<file path="config.mk">
export PLATFORM = sky130hd
export DESIGN_NAME = writeback_unit_flat
export DESIGN_NICKNAME = d
export VERILOG_FILES = /design/src/rtl/writeback_if.sv /design/src/rtl/writeback_unit.sv /design/src/flat_wrapper.sv
export SDC_FILE = /design/constraint.sdc
export NUM_CORES = 1
export LEC_CHECK = 0
export ABC_AREA = 1
export CAP_MARGIN = 20
export CORE_ASPECT_RATIO = 0.7
export CORE_MARGIN = 5
export CORE_UTILIZATION = 38
export DETAILED_ROUTE_END_ITERATION = 8
export MAX_ROUTING_LAYER = met4
export PLACE_DENSITY = 0.81
export SKIP_CTS_REPAIR_TIMING = 1
export SLEW_MARGIN = 20
export SYNTH_ARGS = -nofsm -noshare
export SYNTH_HDL_FRONTEND = slang
export SYNTH_SLANG_ARGS = --single-unit
</file>
<file path="constraint.sdc">
create_clock -name clk -period 1.35 [get_ports clk]
set_clock_uncertainty 0.05 [all_clocks]
set_input_delay 0.2025 -clock clk [delete_from_list [all_inputs] [get_ports clk]]
set_output_delay 0.2025 -clock clk [all_outputs]
set_load 0.005 [all_outputs]
</file>
<file path="src/rtl/writeback_if.sv">
// Bundle of writeback-stage signals: pipe result, mul/div result, decode hazard query,
// and the register file write port.
interface writeback_if #(
    parameter int unsigned XLEN = 32
) ();
    logic            pipe_valid;
    logic            pipe_reg_write;
    logic            pipe_mem_to_reg;
    logic [4:0]      pipe_rd;
    logic [XLEN-1:0] pipe_alu_result;
    logic [XLEN-1:0] pipe_mem_rdata;
    logic [2:0]      pipe_funct3;
    logic            pipe_stall;

    logic            mul_valid;
    logic [4:0]      mul_rd;
    logic [XLEN-1:0] mul_result;
    logic            mul_ready;
    logic            mul_issue;
    logic [4:0]      mul_issue_rd;

    logic [4:0]      rs1;
    logic [4:0]      rs2;
    logic [4:0]      rd;
    logic            hazard;

    logic [4:0]      write_reg;
    logic [XLEN-1:0] write_data;
    logic            reg_write;
    logic            load_misaligned;

    modport master (
        output pipe_valid, pipe_reg_write, pipe_mem_to_reg, pipe_rd, pipe_alu_result,
               pipe_mem_rdata, pipe_funct3, mul_valid, mul_rd, mul_result, mul_issue,
               mul_issue_rd, rs1, rs2, rd,
        input  pipe_stall, mul_ready, hazard, write_reg, write_data, reg_write, load_misaligned
    );

    modport slave (
        input  pipe_valid, pipe_reg_write, pipe_mem_to_reg, pipe_rd, pipe_alu_result,
               pipe_mem_rdata, pipe_funct3, mul_valid, mul_rd, mul_result, mul_issue,
               mul_issue_rd, rs1, rs2, rd,
        output pipe_stall, mul_ready, hazard, write_reg, write_data, reg_write, load_misaligned
    );
endinterface

</file>
<file path="src/rtl/writeback_unit.sv">
// Writeback stage: formats loads, arbitrates pipe vs. mul/div onto the single register
// file write port with starvation protection, and tracks outstanding mul/div destinations.
module writeback_unit #(
    parameter int unsigned XLEN         = 32,
    parameter int unsigned STARVE_LIMIT = 4
) (
    input logic        clk,
    input logic        rst,
    writeback_if.slave wb
);
    logic [1:0]      lane;
    logic [7:0]      byte_sel;
    logic [15:0]     half_sel;
    logic [XLEN-1:0] load_data;
    logic            fmt_misaligned;
    logic            load_mis;
    logic            pipe_wants;
    logic            pipe_req;
    logic            mul_fire;
    logic            mul_req;

    logic [4:0]      write_reg_q, write_reg_d;
    logic [XLEN-1:0] write_data_q, write_data_d;
    logic            reg_write_q, reg_write_d;
    logic            from_mul_q, from_mul_d;
    logic            load_mis_q, load_mis_d;
    logic            force_grant_q, force_grant_d;
    logic [3:0]      starve_q, starve_d;
    logic [31:0]     busy_q, busy_d;

    assign lane     = wb.pipe_alu_result[1:0];
    assign byte_sel = wb.pipe_mem_rdata[{lane, 3'b000} +: 8];
    assign half_sel = wb.pipe_mem_rdata[{lane[1], 4'b0000} +: 16];

    always_comb begin
        load_data      = wb.pipe_mem_rdata;
        fmt_misaligned = 1'b0;
        case (wb.pipe_funct3)
            3'b000: load_data = {{(XLEN-8){byte_sel[7]}}, byte_sel};
            3'b100: load_data = {{(XLEN-8){1'b0}}, byte_sel};
            3'b001: begin
                load_data      = {{(XLEN-16){half_sel[15]}}, half_sel};
                fmt_misaligned = lane[0];
            end
            3'b101: begin
                load_data      = {{(XLEN-16){1'b0}}, half_sel};
                fmt_misaligned = lane[0];
            end
            default: fmt_misaligned = (lane != 2'b00);
        endcase
    end

    assign load_mis   = wb.pipe_mem_to_reg & fmt_misaligned;
    assign pipe_wants = wb.pipe_valid & wb.pipe_reg_write & (wb.pipe_rd != 5'd0);
    // The forced-grant cycle doubles as the pipe stall, so the pipe cannot write then.
    assign pipe_req   = pipe_wants & ~load_mis & ~force_grant_q;
    assign mul_fire   = wb.mul_valid & wb.mul_ready;
    assign mul_req    = mul_fire & (wb.mul_rd != 5'd0);

    assign wb.mul_ready       = force_grant_q | ~pipe_wants;
    assign wb.pipe_stall      = force_grant_q;
    assign wb.hazard          = busy_q[wb.rs1] | busy_q[wb.rs2] | busy_q[wb.rd];
    assign wb.write_reg       = write_reg_q;
    assign wb.write_data      = write_data_q;
    assign wb.reg_write       = reg_write_q;
    assign wb.load_misaligned = load_mis_q;

    always_comb begin
        write_reg_d  = write_reg_q;
        write_data_d = write_data_q;
        reg_write_d  = pipe_req | mul_req;
        from_mul_d   = ~pipe_req & mul_req;
        load_mis_d   = wb.pipe_valid & ~force_grant_q & load_mis;
        if (pipe_req) begin
            write_reg_d  = wb.pipe_rd;
            write_data_d = wb.pipe_mem_to_reg ? load_data : wb.pipe_alu_result;
        end else if (mul_req) begin
            write_reg_d  = wb.mul_rd;
            write_data_d = wb.mul_result;
        end

        starve_d = starve_q;
        if (!wb.mul_valid || mul_fire) begin
            starve_d = 4'd0;
        end else if (starve_q < 4'(STARVE_LIMIT)) begin
            starve_d = starve_q + 4'd1;
        end
        force_grant_d = (starve_d == 4'(STARVE_LIMIT));

        // Clear on the mul write's output cycle; a same-cycle issue re-sets the bit.
        busy_d = busy_q;
        if (reg_write_q && from_mul_q) begin
            busy_d[write_reg_q] = 1'b0;
        end
        if (wb.mul_issue) begin
            busy_d[wb.mul_issue_rd] = 1'b1;
        end
        busy_d[0] = 1'b0;
    end

    always_ff @(posedge clk) begin
        if (rst) begin
            write_reg_q   <= '0;
            write_data_q  <= '0;
            reg_write_q   <= 1'b0;
            from_mul_q    <= 1'b0;
            load_mis_q    <= 1'b0;
            force_grant_q <= 1'b0;
            starve_q      <= '0;
            busy_q        <= '0;
        end else begin
            write_reg_q   <= write_reg_d;
            write_data_q  <= write_data_d;
            reg_write_q   <= reg_write_d;
            from_mul_q    <= from_mul_d;
            load_mis_q    <= load_mis_d;
            force_grant_q <= force_grant_d;
            starve_q      <= starve_d;
            busy_q        <= busy_d;
        end
    end
endmodule

</file>
<file path="src/flat_wrapper.sv">
// flat-port wrapper written by rule: the top's interface ports become plain ports
module writeback_unit_flat 
#(
    parameter int unsigned XLEN         = 32,
    parameter int unsigned STARVE_LIMIT = 4
)
  (clk, rst, wb_pipe_valid, wb_pipe_reg_write, wb_pipe_mem_to_reg, wb_pipe_rd, wb_pipe_alu_result, wb_pipe_mem_rdata, wb_pipe_funct3, wb_mul_valid, wb_mul_rd, wb_mul_result, wb_mul_issue, wb_mul_issue_rd, wb_rs1, wb_rs2, wb_rd, wb_pipe_stall, wb_mul_ready, wb_hazard, wb_write_reg, wb_write_data, wb_reg_write, wb_load_misaligned);
  writeback_if #(.XLEN(XLEN)) wb_i ();
  input logic clk;
  input logic rst;
  input wire logic [$bits(wb_i.pipe_valid)-1:0] wb_pipe_valid;
  input wire logic [$bits(wb_i.pipe_reg_write)-1:0] wb_pipe_reg_write;
  input wire logic [$bits(wb_i.pipe_mem_to_reg)-1:0] wb_pipe_mem_to_reg;
  input wire logic [$bits(wb_i.pipe_rd)-1:0] wb_pipe_rd;
  input wire logic [$bits(wb_i.pipe_alu_result)-1:0] wb_pipe_alu_result;
  input wire logic [$bits(wb_i.pipe_mem_rdata)-1:0] wb_pipe_mem_rdata;
  input wire logic [$bits(wb_i.pipe_funct3)-1:0] wb_pipe_funct3;
  input wire logic [$bits(wb_i.mul_valid)-1:0] wb_mul_valid;
  input wire logic [$bits(wb_i.mul_rd)-1:0] wb_mul_rd;
  input wire logic [$bits(wb_i.mul_result)-1:0] wb_mul_result;
  input wire logic [$bits(wb_i.mul_issue)-1:0] wb_mul_issue;
  input wire logic [$bits(wb_i.mul_issue_rd)-1:0] wb_mul_issue_rd;
  input wire logic [$bits(wb_i.rs1)-1:0] wb_rs1;
  input wire logic [$bits(wb_i.rs2)-1:0] wb_rs2;
  input wire logic [$bits(wb_i.rd)-1:0] wb_rd;
  output wire logic [$bits(wb_i.pipe_stall)-1:0] wb_pipe_stall;
  output wire logic [$bits(wb_i.mul_ready)-1:0] wb_mul_ready;
  output wire logic [$bits(wb_i.hazard)-1:0] wb_hazard;
  output wire logic [$bits(wb_i.write_reg)-1:0] wb_write_reg;
  output wire logic [$bits(wb_i.write_data)-1:0] wb_write_data;
  output wire logic [$bits(wb_i.reg_write)-1:0] wb_reg_write;
  output wire logic [$bits(wb_i.load_misaligned)-1:0] wb_load_misaligned;
  assign wb_i.pipe_valid = wb_pipe_valid;
  assign wb_i.pipe_reg_write = wb_pipe_reg_write;
  assign wb_i.pipe_mem_to_reg = wb_pipe_mem_to_reg;
  assign wb_i.pipe_rd = wb_pipe_rd;
  assign wb_i.pipe_alu_result = wb_pipe_alu_result;
  assign wb_i.pipe_mem_rdata = wb_pipe_mem_rdata;
  assign wb_i.pipe_funct3 = wb_pipe_funct3;
  assign wb_i.mul_valid = wb_mul_valid;
  assign wb_i.mul_rd = wb_mul_rd;
  assign wb_i.mul_result = wb_mul_result;
  assign wb_i.mul_issue = wb_mul_issue;
  assign wb_i.mul_issue_rd = wb_mul_issue_rd;
  assign wb_i.rs1 = wb_rs1;
  assign wb_i.rs2 = wb_rs2;
  assign wb_i.rd = wb_rd;
  assign wb_pipe_stall = wb_i.pipe_stall;
  assign wb_mul_ready = wb_i.mul_ready;
  assign wb_hazard = wb_i.hazard;
  assign wb_write_reg = wb_i.write_reg;
  assign wb_write_data = wb_i.write_data;
  assign wb_reg_write = wb_i.reg_write;
  assign wb_load_misaligned = wb_i.load_misaligned;
  writeback_unit #(.XLEN(XLEN), .STARVE_LIMIT(STARVE_LIMIT)) u_core (.clk(clk), .rst(rst), .wb(wb_i));
endmodule
</file>
==> results of run 1 <==
final cells by class:
cell class / instances / area share (%)
Antenna cell: 1 / 0.0260
Clock buffer: 10 / 2.48
Clock inverter: 6 / 0.727
Inverter: 83 / 3.44
Multi-Input combinational cell: 723 / 39.6
Sequential cell: 76 / 16.7
Tap cell: 190 / 2.47
Timing Repair Buffer: 309 / 34.5
worst reg2reg max path: stages (launching register included):
cell and delay, ns:
dfxtp_2 0.33, inv_2 0.05, nand2_2 0.07, nor2_4 0.18
nand3_4 0.13, buf_12 0.17, buf_12 0.12, clkbuf_16 0.16
nor2_1 0.10, nand2_1 0.11, a21oi_1 0.16
report_power, final:
group | internal [mW] | total (mW) | switching (mW)
Clock | 1.50 | 2.58 | 1.07
Sequential | 2.35 | 2.45 | 0.102
Combinational | 1.24 | 2.44 | 1.20
kinds of logic (layout without fill, tap and decap cells):
group | after synthesis | after routing
AO/OA/AOI/OAI | 195 | 195
other | 0 | 1
buffers and inverters | 133 | 408
adder cells (fa/ha/maj) | 1 | 1
AND/OR/NAND/NOR | 524 | 525
multiplexers | 1 | 1
flip-flops | 76 | 76
XOR/XNOR | 1 | 1
synth_stat cells (2+ instances only):
master / instances
a21oi_1: 96
a21oi_2: 3
buf_2: 19
buf_6: 6
clkbuf_1: 24
dfxtp_1: 76
inv_1: 81
inv_2: 2
nand2_1: 275
nand2_2: 3
nand3_1: 122
nand3_4: 2
nor2_1: 96
nor3_1: 10
o21a_1: 2
o21ai_0: 90
o21ai_1: 3
or2_1: 6
or2_2: 4
metrics by stage:
stage | setup TNS [ns] | util [%] | area, µm² | total power, mW | worst slack [ns]
global placement | -31.87 | 58.0 | 8020 | 4.38 | -0.883
floorplan | -0.00766 | - | 5350 | 3.29 | -0.00766
finish | -10.31 | 69.7 | 9640 | 7.46 | -0.408
global route | -13.47 | 69.7 | 9640 | 7.75 | -0.510
CTS | -18.47 | 60.2 | 8330 | 6.94 | -0.890
detailed placement | -33.20 | 58.0 | 8020 | 4.41 | -0.882
how the worst max path moves through the flow:
| stage | startpoint | end | cells past startpoint |
|---|---|---|---|
| 2_1_floorplan | u_core.wb.pipe_stall | u_core.wb.write_reg[0] | 9 |
| 3_3_place_gp | wb_rs1[0] | wb_hazard | 11 |
| 3_5_place_dp | wb_rs1[0] | wb_hazard | 11 |
| 4_1_cts | wb_rs1[0] | wb_hazard | 11 |
| 5_1_grt | u_core.busy_q[17] | wb_hazard | 9 |
| 6_report | u_core.busy_q[31] | wb_hazard | 9 |
metal layers:
metal | part of all wire [%] | vias up | GRT usage (%)
met3 | 11 | 107 | 5.98
li1 | - | 3581 | -
met1 | 42 | 3601 | 39.6
met2 | 43 | 525 | 38.2
met4 | 3.7 | 0 | 7.50
met5 | 0 | - | -
==> impl_metrics.json, run 1 <==
{
  "synth_seq_cells": 76,
  "gr-total-overflow": 0,
  "hpwl_um": 17400,
  "die_w_um": 152,
  "core_area_um2": 13800,
  "r2r_end": "u_core.wb.write_data[27]",
  "setup-violations-final": 44,
  "seq_area_um2": 1610,
  "drv_slew": 0,
  "syn_nets": 1068,
  "yosys.area_share.simple_pct": 41.6,
  "drt-total-wl_um": 27100,
  "drt_iter0_drc": 902,
  "rsz0062_at_grt": "yes",
  "yosysUniqueCellTypes": 30,
  "grt_pass1_vias": 6373,
  "path_max_fanout": 4,
  "root_buffer": "clkbuf_16",
  "clk_pin_slew_worst_paths_ns": 0.06,
  "synthFlopType": "dfxtp_1",
  "path_cells": "inv_1 -> nand2_1 -> nand3_1 -> nand3_1 -> nand3_1 -> nand3_1 -> nand2_2 -> nand3_1 -> buf_2",
  "synth.area.mux_share_pct": 0.187,
  "timing.final.crit_share_pct": 130,
  "holdWs_ns": 0.300,
  "syn_area_per_cell_um2": 5.74,
  "num_rows": 36,
  "path_class": "reg -> out",
  "whs_path_depth": 6,
  "port_buffers": 177,
  "violations": "setup timing",
  "r2r_slack_ns": -0.34,
  "cts_tree": "built",
  "ant_nets": 0,
  "grt_usage_pct": 27.4,
  "synth_edf_count": 0,
  "clk_latency_ns": 0.34,
  "via_count": 7814,
  "antenna_found_initial": 1,
  "fillCellCount": 1053,
  "drv_cap": 0,
  "max_slew_margin_pct": 72.8,
  "multiInputGateArea_um2": 3820,
  "netlist.area_leader.share_pct": 28.5,
  "initial_utilization_pct": 38.6,
  "hp-start": "wb_pipe_rd[1]",
  "final_cell_mix": "244 x nand2_1, 121 x clkdlybuf4s50_1, 107 x nand3_1",
  "timing.rr.start": "u_core.wb.pipe_stall",
  "die_y_um": 109,
  "synth_top_family_by_area": "simple AND/OR/NAND/NOR gates",
  "clockBufferDepth": 2,
  "leakagePower_nw": 4.81,
  "path_delay_family": "simple AND/OR/NAND/NOR gates",
  "cp_slowest_cell": "dfxtp_4",
  "fin_crit_ns": 1.76,
  "ys_async_sr_fraction_pct": 0,
  "synth_top_area_cell": "dfxtp_1",
  "end_kind": "output pin",
  "synth-seq-area-share_pct": 28.5,
  "startpoint_type": "flop",
  "drive_above_1_share_pct": 28.7,
  "min_path_type": "in -> reg",
  "worstPathArrival_ns": 1.51,
  "viasPerCell": 5.59,
  "hold_violations": 0,
  "layout_commonest_cell": "nand2_1",
  "layout.nets": 1339,
  "ios": 178,
  "grt_max_degree": 39,
  "cpMostUsedCell": "nand3_1",
  "wire_per_inst_um": 19.4,
  "slowest_delay_ns": 0.37,
  "stdcell_count": 1398,
  "cp_num_buf_inv": 2,
  "largest_reg_flops": 32,
  "drc": 0,
  "gp_congestion": 1.00,
  "clock-sinks": 76,
  "synth-compound-area-share_pct": 18.6,
  "final.setup.worst_slack_ns": -0.408,
  "grt_pass1_wl_um": 34300,
  "yosys_warnings": 0,
  "die-area_um2": 16600,
  "hold_path_end": "u_core.wb.write_reg[1]",
  "timing.fmax_mhz": 569,
  "cts-buffers-inserted": 9,
  "syn_inst": 931,
  "p_per_area_nw_per_um2": 774,
  "outcome": "finished, violations left",
  "place_inst": 1349,
  "critPathRequiredTime_ns": 1.10,
  "synth_xor_area_share_pct": 0.164,
  "irDropWorstVdd_uv": 601,
  "h-tree-depth": 3,
  "yosys.area_share.adder_pct": 0.234,
  "syn_area_um2": 5340,
  "area_growth_pct": 80.5,
  "synth_area_leaders": "dfxtp_1 28%, nand2_1 19%, nand3_1 11%",
  "r2r_cells": 10,
  "firstDrtPassIters": 6,
  "worstMarginPinSlew_ns": 0.403
}
No activity file was read; power rests on OpenSTA's default activity.
==> run 2: changes to the inputs <==
Settings changed: PLACE_DENSITY 0.81 to 0.78.
Clock period 1.35 ns to 2.2 ns, I/O delays scaled along.
==> impl_metrics.json, run 2 (synthesis gave the netlist of run 1 again) <==
{
  "drv_cap": 0,
  "clockBufferDepth": 2,
  "fin_crit_ns": 2.10,
  "firstDrtPassIters": 5,
  "grt_pass1_vias": 6340,
  "viasPerCell": 5.17,
  "path_cells": "clkdlybuf4s50_1 -> nor2_1 -> nand4_2 -> nand2_2 -> clkdlybuf4s50_1",
  "drc": 0,
  "drive_above_1_share_pct": 7.09,
  "initial_utilization_pct": 38.6,
  "hold_violations": 0,
  "gp_congestion": 0.990,
  "path_class": "in -> out",
  "whs_path_depth": 2,
  "timing.fmax_mhz": 476,
  "grt_usage_pct": 27.0,
  "wire_per_inst_um": 16.5,
  "cts-buffers-inserted": 9,
  "worstMarginPinSlew_ns": 0.509,
  "diodes": 0,
  "fin_setup_tns_ns": 0,
  "gr-total-overflow": 0,
  "root_buffer": "clkbuf_16",
  "grt_max_degree": 37,
  "r2r_end": "u_core.wb.write_data[7]",
  "r2r_slack_ns": 0.62,
  "port_buffers": 177,
  "holdWs_ns": 0.424,
  "clk_latency_ns": 0.33,
  "die_y_um": 109,
  "min_path_type": "reg -> reg",
  "timing.rr.start": "u_core.wb.pipe_stall",
  "largest_reg_flops": 32,
  "path_max_fanout": 3,
  "cts_tree": "built",
  "crit_start": "wb_pipe_rd[1]",
  "die_w_um": 152,
  "core_area_um2": 13800,
  "rsz0062_at_grt": "no",
  "outcome": "completed",
  "max_slew_margin_pct": 65.8,
  "final_cell_mix": "275 x nand2_1, 173 x clkdlybuf4s50_1, 122 x nand3_1",
  "final.setup.worst_slack_ns": 0.100,
  "ios": 178,
  "layout.nets": 1248,
  "drt-total-wl_um": 21600,
  "via_count": 6753,
  "cp_slowest_cell": "clkdlybuf4s50_1",
  "setup-violations-final": 0,
  "irDropWorstVdd_uv": 354,
  "startpoint_type": "primary input",
  "layout_commonest_cell": "nand2_1",
  "r2r_cells": 9,
  "h-tree-depth": 3,
  "pre_cts_slack_ns": -0.344,
  "p_per_area_nw_per_um2": 548,
  "end_kind": "output pin",
  "leakagePower_nw": 3.42,
  "clk_pin_slew_worst_paths_ns": 0.06,
  "drv_slew": 0,
  "grt_pass1_wl_um": 33900,
  "slowest_delay_ns": 0.52,
  "fillCellCount": 1372,
  "timing.final.crit_share_pct": 95.5,
  "endpoint": "wb_mul_ready",
  "ant_nets": 0,
  "drt_iter0_drc": 545,
  "hpwl_um": 16600,
  "final_core_util_pct": 56.7,
  "antenna_found_initial": 0,
  "worstPathArrival_ns": 1.72,
  "die-area_um2": 16600,
  "cpMostUsedCell": "clkdlybuf4s50_1",
  "critPathRequiredTime_ns": 1.82,
  "num_rows": 36,
  "design_power_total_mw": 4.30,
  "area_growth_pct": 46.7,
  "clock-sinks": 76
}
## run 2: cell count changes in the layout (fill, tap and decap cells not counted), sizes merged, moves of 11 or more
cell / delta
clkbuf: -11
dlymetal6s2s: -50
clkdlybuf4s50: +52
buf: -83
## run 2: metrics by stage
step | area (µm²) | instances
finish | 7840 | 1305
global route | 7840 | 1305
floorplan | 5340 | 931
CTS | 7790 | 1303
detailed placement | 7450 | 1288
global placement | 7450 | 1288
## run 2: power breakdown
part	leakage, nW	total, mW	switching (mW)	internal (mW)
Sequential	0.622	1.50	0.0530	1.45
Combinational	2.64	1.09	0.533	0.557
Clock	0.166	1.70	0.597	1.11
## run 2: critical path: cells and delay by family
kind	cells	cell delay (ns)
buffers and inverters	2	0.94
AND/OR/NAND/NOR	3	0.44
## run 2: cell type report
type                    instances  area (µm²)  share of cell area [%]
repair inverters                1        7.51                  0.0958
inverters                      83         315                    4.02
flip-flops and latches         76        1520                    19.4
well taps                     190         238                    3.03
multi-input cells             722        3250                    41.5
clock inverters                 6         113                    1.44
clock buffers                   9         225                    2.87
repair buffers                218        2170                    27.7
## run 2: worst min-delay path by stage
stage,startpoint,end,slack (ns)
final,u_core.starve_q[3],u_core.starve_q[3],0.42
after global placement,u_core.starve_q[3],u_core.starve_q[3],0.41
after floorplan,wb_mul_rd[1],u_core.wb.write_reg[1],0.39
after global routing,u_core.starve_q[3],u_core.starve_q[3],0.45
after detailed placement,u_core.busy_q[7],u_core.busy_q[7],0.42
after CTS,u_core.busy_q[5],u_core.busy_q[5],0.43
## run 2: metal layers
layer / GRT usage (%) / up-vias / routed length (µm) / share of wire, %
li1: - / 3381 / - / -
met1: 39.5 / 3003 / 10300 / 48
met2: 36.5 / 319 / 8510 / 39
met3: 6.40 / 50 / 2210 / 10
met4: 8.08 / 0 / 601 / 2.8
met5: - / - / 0 / 0
==> RTL change, RTL diff (flow settings as in run 1) <==
Take the reset off `write_data_q` and load it in a clocked block of its own.
--- a/src/rtl/writeback_unit.sv
+++ b/src/rtl/writeback_unit.sv
@@ -103,3 +103,2 @@
             write_reg_q   <= '0;
-            write_data_q  <= '0;
             reg_write_q   <= 1'b0;
@@ -112,3 +111,2 @@
             write_reg_q   <= write_reg_d;
-            write_data_q  <= write_data_d;
             reg_write_q   <= reg_write_d;
@@ -121,2 +119,6 @@
     end
+
+    always_ff @(posedge clk) begin
+        write_data_q <= write_data_d;
+    end
 endmodule
Check against the original RTL: not equivalent (a bounded check fails within 4 cycles, from zero or initial values and one cycle with rst high).
==> RTL change against run 1 <==
The flow still finishes with violations (setup timing). Largest power group is now sequential cells. Worst hold slack gained 0.024 ns. Routed wire length is 5.5% lower. Cell area is 3.7% lower. Setup slack lost 0.043 ns. Total power fell by 1.8%. Sequential cell count unchanged. Area after synthesis is 3.0% lower. Final cell count is 11% lower. Via count is 11% lower.
==> RTL change: results (changes against run 1) <==
| Metric | Value |
|---|---|
| Number of global-route vias before repair | `5908 (-7.3%)` |
| Metal3 WL | `2.695 mm (-11%)` |
| EDFF count, synth | `32 (+32)` |
| Vias | `6952 (-11%)` |
| Routed len/inst | `20.47 um (+5.6%)` |
| Routability cong. | `1.006 (+0.16%)` |
| Int Pwr | `5.014 mW (-1.5%)` |
| Drt initial violations | `962 (+6.7%)` |
| DP Worst Slack | `-0.9331 ns (-0.05146 ns)` |
| Xor and xnor area share after synthesis | `0.1690% (+0.0051 points)` |
| Seq group | `2.61 mW (+7%)` |
| Cell taking the most area after synthesis | `edfxtp_1` |
| Syn Nets | `906 (-15%)` |
| Area share of fa/ha/maj cells after synthesis | `0.2415% (+0.0072 points)` |
| Slowest CP cell | `dfxtp_1` |
| Leakage power | `4.265 nW (-11%)` |
| Commonest cells in the netlist | `nand2_1, nand3_1, o21ai_0, a21oi_1, inv_1` |
| Non-clock buffer share | `35.19% (+0.67 points)` |
| Clock Latency Late Sink | `0.34 ns (about the same)` |
| Final Routed Wirelength | `25.61 mm (-5.5%)` |
| Status | `finished, violations left` |
| Setup violators final | `78 (+77%)` |
| Die width | `149.6 um (-1.4%)` |
| Placed Area | `8033 um2 (+0.20%)` |
| Multi-input combinational area share | `36.18% (-3.4 points)` |
| Slew HR | `66.85% (-6.0 points)` |
| Inverters, non-clock | `66 (-20%)` |
| Post-Place Cells | `1207 (-11%)` |
| Mux cell area share after synthesis | `0.2173% (+0.030 points)` |
| Global-route wire length before repair | `32.33 mm (-5.6%)` |
| Complex-gate fraction of the synthesized area | `20.65% (+2.0 points)` |
| Layout filler cell count | `993 (-5.7%)` |
| Share of layout cells above drive strength 1 | `31.46% (+2.7 points)` |
| Max reg flops | `32 (unchanged)` |
| CTS Sinks | `76 (unchanged)` |
| Seq/Total Area, Yosys | `35.55% (+7.1 points)` |
| Met2 routed WL | `11.27 mm (-4.0%)` |
| Comb pwr share | `31.2% (-1.5 points)` |
| HPWL Detailed | `16.49 mm (-5.2%)` |
| Multi-input gates | `595 (-18%)` |
| Peak supply drop | `719.1 uV (+20%)` |
| Largest net degree at the start of global routing | `38 (-2.6%)` |
| Synth Area per Inst | `6.738 um2 (+17%)` |
| Final WS setup | `-0.4513 ns (-0.04323 ns)` |
| Ranking of synthesized cells by area | `edfxtp_1, dfxtp_1, nand2_1` |
| Critical Path Fanout Max | `3 (-1)` |
| Bufs w/o clock | `312 (+0.97%)` |
| All-Layer GR Usage | `26.51% (-0.88 points)` |
| Fin. Hold Viols | `0 (unchanged)` |
| Met1 WL | `10.69 mm (-5.5%)` |
| Critical path's largest stage delay | `0.31 ns (-0.06 ns)` |
| Layout clock area frac | `3.019% (-0.19 points)` |
| Failing checks | `setup timing` |
| Sequential share of cell area | `20.23% (+3.5 points)` |
| WP data arrival | `1.55 ns (+0.04 ns)` |
| Largest delay share family, worst path | `simple AND/OR/NAND/NOR gates` |
| Netlist cell types | `42 (+40%)` |
RTL change: through the flow:
stage	setup TNS, ns	power (mW)	utilization (%)
finish	-26.38	7.328	69.96
floorplan	-1.326	3.402	-
global route	-31.28	7.604	69.96
global placement	-49.11	4.529	60.54
CTS	-24.03	6.910	62.65
detailed placement	-51.16	4.552	60.54
RTL change: metal layers:
metal,vias up,track usage (%)
met5,-,-
met4,0,6.074
met3,81,6.566
met2,434,37.23
met1,3254,38.24
li1,3183,-
RTL change: worst paths after layout:
check	start	endpoint	slack [ns]
max reg2reg	u_core.wb.pipe_stall$_SDFF_PP0_	u_core.wb.write_reg[1]$_SDFFE_PP0P_	-0.43
min reg2reg	u_core.busy_q[5]$_SDFF_PP0_	u_core.busy_q[5]$_SDFF_PP0_	0.43
max	u_core.busy_q[5]$_SDFF_PP0_	wb_hazard	-0.45
min	wb_pipe_rd[3]	u_core.wb.write_reg[3]$_SDFFE_PP0P_	0.32
